[src/rtl/mips_cpu_pkg.sv]
// Shared MIPS CPU definitions: load/store op encoding, LSU states and
// lane/alignment helpers used by the load/store unit.
package mips_cpu_pkg;

  typedef enum logic [2:0] {
    LB  = 3'd0,
    LBU = 3'd1,
    LH  = 3'd2,
    LHU = 3'd3,
    LW  = 3'd4,
    SB  = 3'd5,
    SH  = 3'd6,
    SW  = 3'd7
  } lsu_op_t;

  typedef enum logic [1:0] {
    IDLE = 2'd0,
    BUS  = 2'd1,
    ERR  = 2'd2,
    RESP = 2'd3
  } lsu_state_t;

  // Low address bits that must be zero for each access size.
  localparam logic [1:0] LSU_BYTE_MASK = 2'b00;
  localparam logic [1:0] LSU_HALF_MASK = 2'b01;
  localparam logic [1:0] LSU_WORD_MASK = 2'b11;

  function automatic logic lsu_is_store(input logic [2:0] op);
    return (op == SB) || (op == SH) || (op == SW);
  endfunction

  // Any encoding that is not a byte or halfword access behaves as a word.
  function automatic logic [1:0] lsu_align_mask(input logic [2:0] op);
    case (op)
      LB, LBU, SB: return LSU_BYTE_MASK;
      LH, LHU, SH: return LSU_HALF_MASK;
      default:     return LSU_WORD_MASK;
    endcase
  endfunction

  function automatic logic lsu_misaligned(input logic [2:0] op, input logic [1:0] lo);
    return |(lo & lsu_align_mask(op));
  endfunction

  function automatic logic [3:0] lsu_byteenable(input logic [2:0] op, input logic [1:0] lo);
    case (op)
      LB, LBU, SB: return 4'b0001 << lo;
      LH, LHU, SH: return lo[1] ? 4'b1100 : 4'b0011;
      default:     return 4'b1111;
    endcase
  endfunction

  // Replicate narrow store data across all lanes; byteenable picks the lane.
  function automatic logic [31:0] lsu_steer(input logic [2:0] op, input logic [31:0] wdata);
    case (op)
      SB:      return {4{wdata[7:0]}};
      SH:      return {2{wdata[15:0]}};
      default: return wdata;
    endcase
  endfunction

endpackage

[src/rtl/mips_cpu_lsu_extract.sv]
// Load data extraction: shifts the addressed lane(s) down to bit 0 and
// sign- or zero-extends. Stores produce zero.
module mips_cpu_lsu_extract
  import mips_cpu_pkg::*;
(
  input  logic [2:0]  op,
  input  logic [1:0]  addr_lo,
  input  logic [31:0] readdata,
  output logic [31:0] data
);

  logic [31:0] shifted;

  // Lane select then extension by op.
  always_comb begin
    shifted = readdata >> {addr_lo, 3'b000};
    data    = '0;
    case (op)
      LB:         data = {{24{shifted[7]}}, shifted[7:0]};
      LBU:        data = {24'h000000, shifted[7:0]};
      LH:         data = {{16{shifted[15]}}, shifted[15:0]};
      LHU:        data = {16'h0000, shifted[15:0]};
      SB, SH, SW: data = '0;
      default:    data = readdata;
    endcase
  end

endmodule

[src/rtl/mips_cpu_lsu.sv]
// Memory-stage load/store unit. Runs one Avalon-MM read or write per
// accepted request and returns the extended load result with a one-cycle
// rsp_valid pulse. Misaligned requests skip the bus and report an error.
//
//   state | meaning
//   IDLE  | ready for a request (req_ready=1)
//   BUS   | strobe asserted, waiting for waitrequest low
//   ERR   | misaligned request, no bus access
//   RESP  | rsp_valid pulse, result registers valid
module mips_cpu_lsu
  import mips_cpu_pkg::*;
#(
  parameter int ADDR_W = 32,
  parameter int DATA_W = 32
) (
  input  logic              clk,
  input  logic              rst_n,
  input  logic              req_valid,
  output logic              req_ready,
  input  logic [2:0]        req_op,
  input  logic [ADDR_W-1:0] req_addr,
  input  logic [DATA_W-1:0] req_wdata,
  output logic [ADDR_W-1:0] avm_address,
  output logic              avm_read,
  output logic              avm_write,
  output logic [3:0]        avm_byteenable,
  output logic [DATA_W-1:0] avm_writedata,
  input  logic [DATA_W-1:0] avm_readdata,
  input  logic              avm_waitrequest,
  output logic              rsp_valid,
  output logic [DATA_W-1:0] rsp_data,
  output logic              rsp_addr_err
);

  lsu_state_t        state;
  logic [2:0]        op_q;
  logic [ADDR_W-1:0] addr_q;
  logic [DATA_W-1:0] wdata_q;
  logic [DATA_W-1:0] rsp_data_q;
  logic              rsp_err_q;
  logic [DATA_W-1:0] ext_data;
  logic              in_bus;
  logic              is_store;

  mips_cpu_lsu_extract u_extract (
    .op       (op_q),
    .addr_lo  (addr_q[1:0]),
    .readdata (avm_readdata),
    .data     (ext_data)
  );

  assign in_bus   = (state == BUS);
  assign is_store = lsu_is_store(op_q);

  // Bus outputs come straight from the registered request so they stay
  // stable for as long as the slave stalls.
  assign avm_read       = in_bus & ~is_store;
  assign avm_write      = in_bus & is_store;
  assign avm_address    = in_bus ? {addr_q[ADDR_W-1:2], 2'b00} : '0;
  assign avm_byteenable = in_bus ? lsu_byteenable(op_q, addr_q[1:0]) : 4'b0000;
  assign avm_writedata  = avm_write ? lsu_steer(op_q, wdata_q) : '0;

  assign req_ready    = (state == IDLE);
  assign rsp_valid    = (state == RESP);
  assign rsp_data     = rsp_data_q;
  assign rsp_addr_err = rsp_err_q;

  // Request capture, state sequencing and result registers.
  always_ff @(posedge clk or negedge rst_n) begin
    if (!rst_n) begin
      state      <= IDLE;
      op_q       <= 3'd0;
      addr_q     <= '0;
      wdata_q    <= '0;
      rsp_data_q <= '0;
      rsp_err_q  <= 1'b0;
    end else begin
      case (state)
        IDLE: begin
          if (req_valid) begin
            op_q       <= req_op;
            addr_q     <= req_addr;
            wdata_q    <= req_wdata;
            rsp_data_q <= '0;
            rsp_err_q  <= 1'b0;
            state      <= lsu_misaligned(req_op, req_addr[1:0]) ? ERR : BUS;
          end
        end
        BUS: begin
          if (!avm_waitrequest) begin
            rsp_data_q <= ext_data;
            state      <= RESP;
          end
        end
        ERR: begin
          rsp_err_q <= 1'b1;
          state     <= RESP;
        end
        default: state <= IDLE;
      endcase
    end
  end

endmodule

[config.mk]
export PLATFORM = sky130hd
export DESIGN_NAME = mips_cpu_lsu
export DESIGN_NICKNAME = d
export VERILOG_FILES = /design/src/rtl/mips_cpu_pkg.sv /design/src/rtl/mips_cpu_lsu_extract.sv /design/src/rtl/mips_cpu_lsu.sv
export SDC_FILE = /design/constraint.sdc
export NUM_CORES = 1
export LEC_CHECK = 0
export CORE_ASPECT_RATIO = 1.5
export CORE_MARGIN = 10
export CORE_UTILIZATION = 40
export DETAILED_ROUTE_END_ITERATION = 10
export DONT_BUFFER_PORTS = 1
export PLACE_DENSITY = 0.65
export SYNTH_ARGS = -nofsm -noshare
export SYNTH_HDL_FRONTEND = slang
export SYNTH_HIERARCHICAL = 1
export SYNTH_SLANG_ARGS = --single-unit
[constraint.sdc]
create_clock -name clk -period 5.2 [get_ports clk]
set_input_delay 0.26 -clock clk [delete_from_list [all_inputs] [get_ports clk]]
set_output_delay 0.26 -clock clk [all_outputs]
set_load 0.01 [all_outputs]
==> results.json <==
{
  "crit_end": "avm_writedata[4]",
  "layout-drive-gt1-share_pct": 15.5,
  "power_frac_clock_pct": 17.6,
  "antenna_found_initial": 3,
  "postRouteAntennaNets": 0,
  "period_minus_slack_ns": 3.53,
  "first_iter_violations": 321,
  "ir_worst_vdd_v": 0.000289,
  "ys_ff_latch": 102,
  "gp_congestion": 0.808,
  "maxCapViolations": 0,
  "regArea_mm2": 0.00255,
  "cp-start-kind": "register",
  "power.leakage_nw": 2.60,
  "core_mm2": 0.0135,
  "grt_pass1_wl_mm": 23.1,
  "ys_warn_count": 6,
  "outcome": "finished, final reports clean",
  "h-tree-depth": 3,
  "p_sw_mw": 1.65,
  "netlist_instances": 502,
  "cts_setup_buffers": 0,
  "drc": 0,
  "p_int_mw": 2.31,
  "track_usage_pct": 16.0,
  "setup_viol": 0,
  "wl_per_cell_um": 24.5,
  "tightest_slew_ns": 1.12,
  "path_class": "register to primary output",
  "hold_viol_final": 0,
  "yosysUniqueCellTypes": 48,
  "cts-root-buf": "clkbuf_16",
  "maxSlewViolCount": 0,
  "fin_crit_sh_pct": 67.8,
  "nets": 586,
  "wl_mm": 15.8,
  "combPwrFrac_pct": 41.2,
  "dp_slack_ns": 2.00,
  "fin_ws_ns": 1.67,
  "r2r-start": "state[0]$_DFFE_PN0P_",
  "die_area_mm2": 0.0189,
  "start_util_pct": 40.7,
  "grt_pass1_vias": 3921,
  "path_clk_slew_ns": 0.07,
  "fillers": 1261,
  "port_buffers": 0,
  "clock_latency_ns": 0.35,
  "grt-ovfl-total": 0,
  "seq_area_frac_synth_pct": 46.5,
  "die_w_um": 116,
  "num_vias": 3831,
  "total_power_mw": 3.96,
  "cts_tree": "yes",
  "crit_path_cell_trace": "inv_1 > ha_1 > nand2_1 > or2_1 > inv_2 > and2_1",
  "via_per_inst": 5.91,
  "grt_max_degree": 103,
  "cts_sinks": 102,
  "cts_buffers": 9,
  "synthArstFlopShare_pct": 100,
  "clock_path_buffers": 2,
  "p_per_area_mw_per_mm2": 677,
  "ys.flop_type": "dfrtp_1",
  "p_sw_share_pct": 41.7,
  "slowest_delay_ns": 0.90,
  "cts_hold_buf": 2,
  "finClkSkew_ns": 0.00554,
  "endpoint_kind": "primary output",
  "dpl.hpwl_mm": 11.8,
  "first_pass_iters": 4,
  "hold_class": "input pin to register",
  "crit_arrival_ns": 3.27,
  "multi_input_area_mm2": 0.00270,
  "fmax_ghz": 0.283,
  "crit_slowest_cell": "ha_1",
  "post_cts_resized": 0,
  "ff2ff_path_depth": 5,
  "synth_edf_count": 0,
  "syn_area_per_cell_um2": 10.9,
  "syn_area_mm2": 0.00549,
  "relSlewSlack_pct": 25.3,
  "path_max_fanout": 39,
  "regToRegEndpoint": "addr_q[3]$_DFFE_PN0P_",
  "p_seq_share_pct": 41.1,
  "dieHeight_um": 163,
  "startpoint": "state[1]$_DFFE_PN0P_",
  "r2r_setup_slack_ns": 2.61,
  "fin_setup_tns_ns": 0,
  "num_rows": 52,
  "area_delta_synth_final_pct": 6.71,
  "rsz0062_at_grt": "false",
  "io_pins": 208,
  "critPathRequiredTime_ns": 4.94
}
stage by stage:
step	instance area, um2	hold slack, ns	std cells	util (%)
2_1_floorplan	5490	-0.0356	503	-
3_3_place_gp	5500	-0.0300	628	40.8
3_5_place_dp	5500	-0.0311	628	40.8
4_1_cts	5850	0.0298	645	43.4
5_1_grt	5850	0.0209	648	43.5
6_report	5850	0.0403	648	43.5
kinds of logic after synthesis:
group / count (synthesis) / share of synthesized area [%]
AOI/OAI and AO/OA: 137 / 17.9
other: 1 / 0.0684
adders and majority gates: 4 / 0.912
muxes: 86 / 17.9
DFF: 102 / 46.5
xor gates and xnor gates: 1 / 0.160
and+or+nand+nor: 125 / 12.1
buffers and inverters: 46 / 4.47
metal layers:
metal / wire, um / track usage, %
met4: 342 / 6.28
met1: 5400 / 15.7
met2: 8470 / 28.6
met5: 0 / 0
met3: 1640 / 7.05
cells in the mapped netlist (2+ instances only):
library cell	n	area, um2
nand2b_1	2	12.5
buf_2	15	75.1
nor3b_1	2	15.0
mux4_2	2	45.0
clkbuf_1	13	48.8
nand3b_1	3	22.5
dfrtp_1	102	2550
inv_1	5	18.8
buf_4	6	45.0
mux2i_1	9	90.1
a21oi_1	26	130
mux2_2	45	507
a22o_1	32	280
nor2_1	10	37.5
o21ai_1	2	10.0
a21boi_0	2	15.0
a221oi_1	6	52.6
a21o_1	15	113
buf_6	4	45.0
ha_1	4	50.1
mux2_1	30	338
o21ai_0	26	130
o21a_1	18	135
nand2_1	46	173
a211o_1	2	17.5
and2_1	44	275
nor2b_1	10	62.6
worst max-delay path: cells and delay by family, from the launching register on:
kind                     cells  cell delay, ns
AND/OR/NAND/NOR              3            1.24
adder cells (fa/ha/maj)      1            0.90
flip-flops                   1            0.42
buffers and inverters        2            0.35
how the worst min path moves through the flow:
stage,from,end,slack (ns),cells past startpoint
finish,req_wdata[2],wdata_q[2]$_DFFE_PN0P_,0.04,1
global route,req_wdata[9],wdata_q[9]$_DFFE_PN0P_,0.02,1
CTS,req_addr[31],addr_q[31]$_DFFE_PN0P_,0.03,1
detailed placement,rst_n,rsp_data[2]$_DFFE_PN0P_,-0.03,0
global placement,rst_n,rsp_data[1]$_DFFE_PN0P_,-0.03,0
floorplan,rst_n,addr_q[0]$_DFFE_PN0P_,-0.04,0
power groups by stage:
| stage | Sequential (mW) | Combinational (mW) | Clock [mW] |
|---|---|---|---|
| after floorplan | 1.44 | 1.47 | 0 |
| after global placement | 1.63 | 1.59 | 0 |
| after detailed placement | 1.65 | 1.63 | 0 |
| after CTS | 1.64 | 1.66 | 0.715 |
| after global routing | 1.70 | 1.79 | 0.750 |
| final | 1.63 | 1.63 | 0.699 |
registers in the layout, summed over array words and instances (netlist names):
| register | flops |
|---|---|
| addr_q | 32 |
| rsp_data | 32 |
| wdata_q | 32 |
| op_q | 3 |
| state | 2 |
| rsp_addr_err | 1 |
layout make-up:
class / count / share of cell area (%)
clock inverter: 4 / 0.941
clock buffer: 11 / 4.32
multi-input combinational: 355 / 46.1
antenna: 3 / 0.128
inverter: 6 / 0.385
sequential: 102 / 43.6
tap: 162 / 3.46
timing repair buffer: 5 / 1.03
layout by cell type (no fill, tap or decap), types with 3 or more instances in the layout:
cell type	instances
dfrtp_1	102
nand2_1	45
mux2_2	45
and2_1	44
a22o_1	32
mux2_1	30
o21ai_0	26
a21oi_1	26
o21a_1	18
a21o_1	15
nor2_1	10
nor2b_1	10
mux2i_1	9
clkbuf_16	9
a221oi_1	6
inv_1	5
ha_1	4
diode_2	3
buf_4	3
nand3b_1	3
Power figures use the tool's default switching activity.
